`src/rtl/spi_pkg.sv`:
```
// rtl/spi_pkg.sv - shared SPI word length default and state encoding
package spi_pkg;

  localparam int SPI_DATALENGTH_DEFAULT = 8;

  typedef enum logic {
    IDLE  = 1'b0,
    SHIFT = 1'b1
  } spi_state_t;

endpackage

```
`src/rtl/spi_sync.sv`:
```
// rtl/spi_sync.sv - 2-flop synchronizer with rise/fall pulses against a registered previous level
module spi_sync #(
  parameter logic RESET_VAL = 1'b0
) (
  input  logic clk,
  input  logic rst,
  input  logic i_async,
  output logic o_rise,
  output logic o_fall
);

  logic r_meta;
  logic r_sync;
  logic r_prev;

  always_ff @(posedge clk or negedge rst) begin
    if (!rst) begin
      r_meta <= RESET_VAL;
      r_sync <= RESET_VAL;
      r_prev <= RESET_VAL;
    end else begin
      r_meta <= i_async;
      r_sync <= r_meta;
      r_prev <= r_sync;
    end
  end

  // Pulses are valid in the cycle after the level reaches r_sync, so the
  // consuming logic acts on the third clock edge after the pin moved.
  assign o_rise = r_sync & ~r_prev;
  assign o_fall = ~r_sync & r_prev;

endmodule

```
`src/rtl/spi_slave.sv`:
```
// rtl/spi_slave.sv - oversampled mode-0 SPI slave with TX holding register and RX pulse
module spi_slave
  import spi_pkg::*;
#(
  parameter int SPI_DATALENGTH = SPI_DATALENGTH_DEFAULT
) (
  input  logic                      clk,
  input  logic                      rst,
  input  logic                      SPI_SCLK,
  input  logic                      SPI_CS_n,
  input  logic                      SPI_MOSI,
  output logic                      SPI_MISO,
  output logic                      SPI_MISO_oe,
  input  logic [SPI_DATALENGTH-1:0] txData,
  input  logic                      txValid,
  output logic                      txReady,
  output logic [SPI_DATALENGTH-1:0] recvData,
  output logic                      recvValid,
  output logic                      txUnderrun,
  output logic                      frameAbort
);

  localparam int CW = (SPI_DATALENGTH > 2) ? $clog2(SPI_DATALENGTH) : 1;
  localparam logic [CW-1:0] LAST_BIT = CW'(SPI_DATALENGTH - 1);

  spi_state_t r_state;
  spi_state_t w_state_next;

  logic                      r_mosi_meta;
  logic                      r_mosi_sync;
  logic [SPI_DATALENGTH-2:0] r_rx_shift;
  logic [SPI_DATALENGTH-1:0] r_tx_shift;
  logic [SPI_DATALENGTH-1:0] r_hold;
  logic                      r_hold_full;
  logic [CW-1:0]             r_bit_cnt;
  logic                      r_reload_pend;

  logic                      w_sclk_rise;
  logic                      w_sclk_fall;
  logic                      w_cs_rise;
  logic                      w_cs_fall;
  logic                      w_cs_edge;
  logic                      w_rise_v;
  logic                      w_fall_v;
  logic                      w_load;
  logic                      w_write;
  logic                      w_word_done;
  logic [SPI_DATALENGTH-1:0] w_rx_next;

  spi_sync #(.RESET_VAL(1'b0)) u_sync_sclk (
    .clk     (clk),
    .rst     (rst),
    .i_async (SPI_SCLK),
    .o_rise  (w_sclk_rise),
    .o_fall  (w_sclk_fall)
  );

  spi_sync #(.RESET_VAL(1'b1)) u_sync_cs (
    .clk     (clk),
    .rst     (rst),
    .i_async (SPI_CS_n),
    .o_rise  (w_cs_rise),
    .o_fall  (w_cs_fall)
  );

  always_ff @(posedge clk or negedge rst) begin
    if (!rst) begin
      r_mosi_meta <= 1'b0;
      r_mosi_sync <= 1'b0;
    end else begin
      r_mosi_meta <= SPI_MOSI;
      r_mosi_sync <= r_mosi_meta;
    end
  end

  // A chip-select edge in the same cycle as a clock edge swallows the clock edge;
  // a master ending a frame drops SCLK and raises CS_n together to skip the reload.
  assign w_cs_edge   = w_cs_rise | w_cs_fall;
  assign w_rise_v    = (r_state == SHIFT) & ~w_cs_edge & w_sclk_rise;
  assign w_fall_v    = (r_state == SHIFT) & ~w_cs_edge & w_sclk_fall;
  assign w_load      = ((r_state == IDLE) & w_cs_fall) | (w_fall_v & r_reload_pend);
  assign w_write     = txValid & ~r_hold_full;
  assign w_word_done = w_rise_v & (r_bit_cnt == LAST_BIT);
  assign w_rx_next   = {r_rx_shift, r_mosi_sync};
  assign txReady     = ~r_hold_full;

  always_ff @(posedge clk or negedge rst) begin
    if (!rst) begin
      r_state <= IDLE;
    end else begin
      r_state <= w_state_next;
    end
  end

  always_comb begin
    w_state_next = r_state;
    case (r_state)
      IDLE:    if (w_cs_fall) w_state_next = SHIFT;
      SHIFT:   if (w_cs_rise) w_state_next = IDLE;
      default: w_state_next = IDLE;
    endcase
  end

  always_comb begin
    SPI_MISO_oe = 1'b0;
    SPI_MISO    = 1'b0;
    if (r_state == SHIFT) begin
      SPI_MISO_oe = 1'b1;
      SPI_MISO    = r_tx_shift[SPI_DATALENGTH-1];
    end
  end

  always_ff @(posedge clk or negedge rst) begin
    if (!rst) begin
      r_rx_shift    <= '0;
      r_tx_shift    <= '0;
      r_hold        <= '0;
      r_hold_full   <= 1'b0;
      r_bit_cnt     <= '0;
      r_reload_pend <= 1'b0;
      recvData      <= '0;
      recvValid     <= 1'b0;
      txUnderrun    <= 1'b0;
      frameAbort    <= 1'b0;
    end else begin
      recvValid  <= 1'b0;
      txUnderrun <= 1'b0;
      frameAbort <= 1'b0;

      if ((r_state == IDLE) && w_cs_fall) begin
        r_bit_cnt <= '0;
      end

      if (w_rise_v) begin
        r_rx_shift <= w_rx_next[SPI_DATALENGTH-2:0];
        if (w_word_done) begin
          r_bit_cnt     <= '0;
          recvData      <= w_rx_next;
          recvValid     <= 1'b1;
          r_reload_pend <= 1'b1;
        end else begin
          r_bit_cnt <= r_bit_cnt + 1'b1;
        end
      end

      if (w_fall_v && r_reload_pend) begin
        r_reload_pend <= 1'b0;
      end

      if ((r_state == SHIFT) && w_cs_rise) begin
        r_reload_pend <= 1'b0;
        frameAbort    <= (r_bit_cnt != '0);
      end

      // Load priority: holding register, then same-cycle bypass, then all-ones underrun.
      if (w_load) begin
        if (r_hold_full) begin
          r_tx_shift <= r_hold;
        end else if (w_write) begin
          r_tx_shift <= txData;
        end else begin
          r_tx_shift <= '1;
          txUnderrun <= 1'b1;
        end
      end else if (w_fall_v) begin
        r_tx_shift <= {r_tx_shift[SPI_DATALENGTH-2:0], 1'b1};
      end

      if (w_load && r_hold_full) begin
        r_hold_full <= 1'b0;
      end else if (w_write && !w_load) begin
        r_hold      <= txData;
        r_hold_full <= 1'b1;
      end
    end
  end

endmodule
```
`config.mk`:
```
export PLATFORM = sky130hd
export DESIGN_NAME = spi_slave
export DESIGN_NICKNAME = d
export VERILOG_FILES = /design/src/rtl/spi_pkg.sv /design/src/rtl/spi_sync.sv /design/src/rtl/spi_slave.sv
export SDC_FILE = /design/constraint.sdc
export NUM_CORES = 1
export LEC_CHECK = 0
export CORE_MARGIN = 2
export CORE_UTILIZATION = 57
export DETAILED_ROUTE_END_ITERATION = 16
export PLACE_DENSITY = 0.84
export REMOVE_ABC_BUFFERS = 1
export SLEW_MARGIN = 0
export SYNTH_ARGS = -nofsm -noshare
export SYNTH_HDL_FRONTEND = slang
export SYNTH_HIERARCHICAL = 1
export SYNTH_SLANG_ARGS = --single-unit
```
`constraint.sdc`:
```
create_clock -name clk -period 5.9 [get_ports clk]
set_input_delay 1.18 -clock clk [delete_from_list [all_inputs] [get_ports clk]]
set_output_delay 1.18 -clock clk [all_outputs]
set_load 0.01 [all_outputs]
```
== After elaboration in Yosys (flattened, before gate mapping) ==
Cells that the tools add are included.
Operators by class
  $add $sub $neg: 1
  reduce and logical (&&, ||, !) cells: 15
  muxes and demuxes: 24
  bitwise gates (word level): 21
  equality and inequality tests: 1
Operators with widths (count)
  2-to-1 mux 8 bit: 4
  2-to-1 mux 1 bit: 16
  AND 1 bit: 11
  2-to-1 mux 3 bit: 3
  nonzero test 3 bit: 3
  inverter 1 bit: 8
  AND reduction 2 bit: 3
  nonzero test 2 bit: 3
  logical AND 1 bit: 5
  adder 3 x 1 -> 3 bit, second input constant: 1
  equality test 3 bit, second input constant: 1
  bitwise OR 1 bit: 2
  one-hot mux 1 bit (2 select lines): 1
  zero test 1 bit: 1
Word-level totals
  output and inout port bits: 14
  input port bits: 14
  register bits: 48
  word-level logic and storage cells: 81

== Longest topological paths before layout ==
Gate-level depths: netlist (run 1).
  depth in word-level cells: 12
  gate-level depth with buffers: 6
  mapped depth without buffers: 5

== By module ==
The synthesis (run 1) kept the hierarchy.
Modules (own cells, without submodules)
  spi_slave: area each 1805.5 µm², times used 1, sequential area each 1051.0 µm², cells each 136
  spi_sync (u_sync_cs): area each 93.8 µm², times used 1, sequential area each 78.8 µm², cells each 5
  spi_sync (u_sync_sclk): area each 90.1 µm², times used 1, sequential area each 75.1 µm², cells each 5

== Worst setup path after synthesis (run 1) ==
OpenSTA, ideal clock, no wires.
  kind: reg2reg
  start point: reg u_sync_cs.r_sync
  end point: reg r_hold[0]
  buffers on the path: 0
  path slack: 3.936 ns
  arrival time: 1.840 ns
  period minus slack after synthesis: 1.964 ns
  data required time: 5.775 ns
  stages on the path, launching flop included: 5
  library setup time: 0.125 ns
  path through: dfstp_2 and2b_2 or3b_4 o2111ai_4 mux2_2
Between the ends
  longest elaborated chain between the ends: 11
  elaborated cells on any way between the ends: 15
  classes of those cells: bitwise: 11; reduce/logical: 4
Ends and longest elaborated chain
  from (decl): RTL line spi_sync.sv:13  | logic r_sync;
  from (signal assigned): RTL line spi_sync.sv:23  | r_sync <= r_meta;
  inverter 1 bit (*): RTL line spi_sync.sv:31  | assign o_fall = ~r_sync & r_prev;
  AND 1 bit (*): RTL line spi_sync.sv:31
  named net w_cs_fall: RTL line spi_slave.sv:41  | logic w_cs_fall;
  bitwise OR 1 bit: RTL line spi_slave.sv:78  | assign w_cs_edge = w_cs_rise | w_cs_fall;
  inverter 1 bit: RTL line spi_slave.sv:80  | assign w_fall_v = (r_state == SHIFT) & ~w_cs_edge & w_sclk_fall;
  AND 1 bit (2 in a row): RTL line spi_slave.sv:80
  AND 1 bit: RTL line spi_slave.sv:81  | assign w_load = ((r_state == IDLE) & w_cs_fall) | (w_fall_v & r_reload_pend);
  bitwise OR 1 bit (*): RTL line spi_slave.sv:81
  zero test 1 bit / logical AND 1 bit (equally long branches): RTL line spi_slave.sv:171, spi_slave.sv:169
  logical AND 1 bit / inverter 1 bit (equally long branches)
  AND reduction 2 bit (no source line) (*)
  to (signal assigned): RTL line spi_slave.sv:172  | r_hold <= txData;
  to (decl): RTL line spi_slave.sv:33  | logic [SPI_DATALENGTH-1:0] r_hold;
The timed path passes the listed nets; every way through them passes the cells marked *.
A chain may end at the register's enable or synchronous reset.

== Final worst setup path (run 1) ==
  start point: reg r_state
  end point: out SPI_MISO
Between the ends
  longest elaborated chain between the ends: 1
Ends and longest elaborated chain
  from (decl): RTL line spi_slave.sv:26  | spi_state_t r_state;
  from (signal assigned): RTL line spi_slave.sv:91  | r_state <= w_state_next;
  2-to-1 mux 1 bit: RTL line spi_slave.sv:107  | if (r_state == SHIFT) begin
  to (decl): RTL line spi_slave.sv:12  | output logic SPI_MISO,
No other way between the ends.

==> qor.yml, run 1 <==
maxCapViolCount: 0
end_kind: "output pin"
crit_fanout: 10
maxSlewHeadroom: 0.2695
dieHeight_um: 63.08
routedWlPerCell_um: 14.62
antenna_found_initial: 0
gp_congestion: 0.7501
cts_resized: 0
overflow: 0
drt_iter0_markers: 41
dieArea_um2: 3978
cts_tree: "built"
cts.clk_slew.worst_paths_ns: 0.13
crit_path_top_delay_cell: "clkdlybuf4s50_1"
finalSetupViolations: 0
cts_root_buf: "clkbuf_4"
via_per_inst: 5.556
ant_nets: 0
avgSynthCellArea_um2: 13.63
worst_pin_slew_ns: 1.080
power_w: 0.0008656
cp.buffers_inverters: 1
port_buffers: 27
clock_latency_ns: 0.36
yosysWarningCount: 6
area_growth_pct: 20.82
hpwlAfterDp_mm: 2.329
crit_chain: "and2_1 > clkdlybuf4s50_1"
p_leak_nw: 1.041
grt.total_usage: 0.1906
syn-cell-area_um2: 1989
ys_seq_area_frac: 0.6057
start_util: 0.5962
start_kind: "flop"
path_class: "reg2out"
antenna_cells: 0
crit_required_ns: 4.72
startpoint: "r_state"
fin_crit_ns: 2.760
place_area_um2: 2308
finalSetupTns_ns: 0
reg2reg_from: "u_sync_cs/r_sync"
postCtsSetupBuffers: 0
skew_ns: 0.009957
fillers: 239
outcome: "finished, final reports clean"
multi_input_area_um2: 754.5
grt_pass1_wl_mm: 5.823
nets: 193
cts_num_sinks: 48
fin_crit_sh: 0.4679
drc: 0
drive_above_1_share: 0.2881
firstDrtPassIters: 4
core_um2: 3337
cts_hold_buf: 0
drv_slew: 0
h-tree-depth: 2
p_per_area_nw_per_um2: 360.1
clockBufferDepth: 2
finalHoldViolations: 0
critPathTopFamily: "buffers and inverters"
cp.arrival_ns: 1.58
grt_pass1_vias: 1251
numCtsBuffers: 5
vdd.ir_drop.worst_mv: 0.1823
vias: 1239
hp-class: "reg2reg"
slowest_delay_ns: 0.53
seqCellArea_um2: 1205
io_pins: 28
num_rows: 21
die_x_um: 63.08
rsz0062_at_grt: "no"
wirelength_mm: 3.261
fmax_mhz: 362.3
hp-start: "r_mosi_meta"
grt_max_degree: 49
ys_seq_elements: 48
synthCells: 146
final_cell_area_um2: 2404
ys_types: 29
power breakdown:
part           leakage (nW)  switching (W)  internal, W
sequential            0.587      0.0000465     0.000410
combinational         0.402      0.0000807     0.000118
clock                0.0515      0.0000987     0.000113
total                  1.04       0.000226     0.000640
through the flow:
stage | cells | utilization | hold slack (ns) | worst slack (ns)
3_3_place_gp | 215 | 0.6918 | 0.3344 | 3.518
6_report | 223 | 0.7203 | 0.3632 | 3.140
2_1_floorplan | 141 | - | 0.3312 | 2.747
5_1_grt | 223 | 0.7203 | 0.3716 | 3.031
3_5_place_dp | 215 | 0.6918 | 0.3358 | 3.470
4_1_cts | 223 | 0.7203 | 0.3662 | 3.124
cells in the final DEF (no fill, tap or decap):
cell	count
bufinv_16	1
inv_2	1
dfrtp_1	45
or3b_4	1
nand3b_1	1
nor2_1	3
clkdlybuf4s50_1	26
ha_1	3
o21ai_2	1
mux2i_1	7
o2111ai_4	1
a22oi_1	7
nor3_1	1
and2_1	2
clkbuf_8	2
clkbuf_4	5
nor2b_1	2
a21oi_1	4
buf_2	1
inv_1	4
and2b_1	1
nand2b_1	2
and2b_2	2
nand2_1	5
or2_2	7
mux2_2	23
buf_4	1
nor4bb_2	2
o22ai_1	8
o31ai_1	3
o21a_1	1
o21bai_1	1
dfstp_2	3
worst reg2reg max path, stage by stage, from the launching register on:
cell	delay (ns)
dfstp_2	0.56
and2b_2	0.27
nor4bb_2	0.95
mux2i_1	0.31
a22oi_1	0.11
cell families (layout without fill, tap and decap cells):
kind of cell / count (synthesis) / count (layout) / synth area share
flops: 48 / 48 / 0.6057
mux: 30 / 30 / 0.1654
simple gates: 29 / 29 / 0.09056
compound gates: 26 / 26 / 0.09812
buf+inv: 10 / 41 / 0.02138
fa+ha+maj: 3 / 3 / 0.01887
cell usage after synthesis (all sizes together):
library cell	instances	area share
dfrtp	45	0.57
mux2	23	0.13
o22ai	8	0.025
a22oi	7	0.026
mux2i	7	0.035
or2	7	0.022
buf	5	0.012
inv	5	0.0094
nand2	5	0.0094
a21oi	4	0.010
and2b	3	0.013
dfstp	3	0.040
ha	3	0.019
nor2	3	0.0057
o31ai	3	0.011
and2	2	0.0063
nand2b	2	0.0063
nor2b	2	0.0063
nor4bb	2	0.010
nand3b	1	0.0038
nor3	1	0.0025
o2111ai	1	0.013
o21a	1	0.0038
o21ai	1	0.0044
o21bai	1	0.0038
or3b	1	0.0057
worst paths after layout:
check,slack (ns),end,depth (start not counted)
max,3.14,SPI_MISO,2
min,0.36,r_mosi_sync,0
max reg2reg,3.58,r_tx_shift[4],4
min reg2reg,0.36,r_mosi_sync,0
max in group asynchronous,4.30,r_rx_shift[2],1
min in group asynchronous,0.99,r_tx_shift[4],1
state kept, by name, summed over array words and instances (netlist names), 3 cells and up:
signal and count:
r_bit_cnt 3, r_hold 8, r_rx_shift 7, r_tx_shift 8
recvData 8
final cells by class:
cell class                 count  share of cell area
clock buffer                   7             0.02707
tap                           46             0.02395
timing repair buffer          28              0.1135
clock inverter                 1             0.01249
sequential                    48              0.5013
multi-input combinational     88              0.3139
inverter                       5            0.007808
layer usage:
layer	part of all wire	wire, um	track usage	vias to the layer above
met5	0	0	0	-
met4	0.015	49	0.1000	0
met3	0.039	128	0.03929	5
met2	0.49	1602	0.2939	35
met1	0.45	1480	0.2565	620
li1	-	-	-	579
No activity file was read; power rests on OpenSTA's default activity.
==> run 2: changes to the inputs <==
--- a/config.mk
+++ b/config.mk
@@ -6,9 +6,9 @@
 export NUM_CORES = 1
 export LEC_CHECK = 0
 export CORE_MARGIN = 2
-export CORE_UTILIZATION = 57
+export CORE_UTILIZATION = 53
 export DETAILED_ROUTE_END_ITERATION = 16
-export PLACE_DENSITY = 0.84
+export PLACE_DENSITY = 0.79
 export REMOVE_ABC_BUFFERS = 1
 export SLEW_MARGIN = 0
 export SYNTH_ARGS = -nofsm -noshare
==> constraint.sdc (replaced) <==
create_clock -name clk -period 2.85 [get_ports clk]
set_input_delay 0.57 -clock clk [delete_from_list [all_inputs] [get_ports clk]]
set_output_delay 0.57 -clock clk [all_outputs]
set_load 0.01 [all_outputs]
==> run 2 against run 1 <==
Clock power grew 100%; critical path type unchanged; register-to-register slack got worse by 2.8 ns; highest routed layer unchanged; sequential share of layout area decreased by 0.26 points; sequential power is 110% higher; final cell count rose by 1.3%.
==> qor.yml, run 2 (synthesized netlist as in run 1, its figures left out) <==
nets: 194  # +0.52%
post-route-util: 0.6649  # -0.05534
wirelength_mm: 3.407  # +4.5%
final_cell_area_um2: 2416  # +0.52%
die_x_um: 65.27  # +3.5%
dieArea_um2: 4260  # +7.1%
drive_above_1_share: 0.2921  # +0.003999
dieHeight_um: 65.27  # +3.5%
end_kind: "output pin"
worst_pin_slew_ns: 1.024  # -0.05638 ns
start_util: 0.5475  # -0.04865
cts_num_sinks: 48  # unchanged
start_kind: "flop"
power_w: 0.001781  # +110%
cts_tree: "built"
cts_hold_buf: 0  # unchanged
skew_ns: 0.006017  # -0.003940 ns
fmax_mhz: 478.3
reg2reg_from: "u_sync_cs/r_sync"
p_per_area_nw_per_um2: 737.0  # +100%
firstDrtPassIters: 5  # +1
grt_max_degree: 49  # unchanged
finalSetupTns_ns: 0  # unchanged
core_um2: 3633  # +8.9%
reg.largest.list: "r_hold: 8 flops, r_tx_shift: 8 flops, recvData: 8 flops"
port_buffers: 27  # unchanged
busiest_layer: "met2"
met1_usage: 0.2424  # -0.01405
maxCapViolCount: 0  # unchanged
grtUsageMet3: 0.06849  # +0.02921
h-tree-depth: 2  # unchanged
path_class: "reg2out"
p_leak_nw: 1.039  # -0.26%
min_path_cells: 0  # unchanged
mostFrequentLayoutCells: "dfrtp_1, clkdlybuf4s50_1, mux2_2"
clock_latency_ns: 0.30  # -0.06 ns
finalHoldViolations: 0  # unchanged
antenna_cells: 0  # unchanged
grt_use_met2: 0.2857  # -0.008169
gp_congestion: 0.7514  # +0.17%
io_pins: 28  # unchanged
routedWlPerCell_um: 15.08  # +3.1%
reg2reg_to: "r_hold[2]"
hpwlAfterDp_mm: 2.416  # +3.7%
rrSetupSlack_ns: 0.76  # -2.82 ns
via_per_inst: 5.487  # -1.2%
multi_input_area_um2: 754.5  # unchanged
fin_crit_sh: 0.7336
numCtsBuffers: 5  # unchanged
fillers: 287  # +20%
num_rows: 22  # +4.8%
area_growth_pct: 21.45
cts.clk_slew.worst_paths_ns: 0.09  # -0.04 ns
layout_commonest_cell: "dfrtp_1"
place_area_um2: 2318  # +0.43%
ant_nets: 0  # unchanged
drv_slew: 0  # unchanged
vdd.ir_drop.worst_mv: 0.4577  # +150%
rsz0062_at_grt: "no"
postCtsSetupBuffers: 0  # unchanged
antenna_found_initial: 0  # unchanged
crit_required_ns: 2.28  # -2.44 ns
cp.arrival_ns: 1.52  # -0.06 ns
vias: 1240  # +0.081%
grt_pass1_vias: 1263  # +0.96%
drt_iter0_markers: 87  # +110%
grt_pass1_wl_mm: 5.858  # +0.60%
crit_fanout: 10  # unchanged
holdPathEnd: "u_sync_sclk/r_sync"
maxSlewHeadroom: 0.3174  # +0.04793
hp-class: "reg2reg"
hp-start: "u_sync_sclk/r_meta"
outcome: "finished, final reports clean"
clockBufferDepth: 2  # unchanged
cts_resized: 0  # unchanged
fin_crit_ns: 2.091
drc: 0  # unchanged
grt.total_usage: 0.1868  # -0.003806
cts_root_buf: "clkbuf_8"
overflow: 0  # unchanged
reg2regPathDepth: 4  # unchanged
finalSetupViolations: 0  # unchanged
seqCellArea_um2: 1205  # unchanged
[run 2: cell count changes in the layout (fill, tap and decap cells not counted), sizes merged]
cell	before	now
clkinvlp	0	2
buf	2	3
bufinv	1	0
clkbuf	7	6
[run 2: worst max-delay path by stage]
stage / start / endpoint / slack [ns] / cells after the start
6_report: r_state / SPI_MISO / 0.76 / 2
5_1_grt: u_sync_cs/r_sync / recvData[7] / 0.67 / 5
4_1_cts: r_state / SPI_MISO / 0.75 / 2
3_5_place_dp: u_sync_cs/r_sync / r_hold[2] / 0.78 / 4
3_3_place_gp: u_sync_cs/r_sync / r_hold[2] / 0.83 / 4
2_1_floorplan: u_sync_cs/r_sync / recvData[0] / -0.30 / 4
[run 2: power breakdown]
part	internal, W	total, W	switching (W)
registers	0.000849	0.000946	0.0000973
clock network	0.000196	0.000422	0.000225
logic	0.000244	0.000413	0.000169
[run 2: area by class of cell]
type                       instances  area share
clock inverter                     2    0.006214
clock buffer                       6     0.03418
timing repair buffer              29      0.1160
multi-input combinational         88      0.3123
sequential                        48      0.4987
inverter                           5    0.007768
tap                               48     0.02486
[run 2: through the flow]
step,hold WS [ns],cells,setup slack [ns]
2_1_floorplan,0.2744,141,-0.3025
3_3_place_gp,0.3351,218,0.8260
3_5_place_dp,0.3450,218,0.7777
4_1_cts,0.3621,226,0.7522
5_1_grt,0.3688,226,0.6697
6_report,0.3594,226,0.7592
[run 2: worst max-delay path, cell delays in order (launching register included)]
cell	delay [ns]
dfrtp_1	0.51
and2_1	0.18
clkdlybuf4s50_1	0.53
[run 2: metal layers]
metal  share of wire  vias to the layer above
met1            0.46                      616
li1                -                      586
met3           0.045                        6
met5               0                        -
met4           0.010                        0
met2            0.49                       32
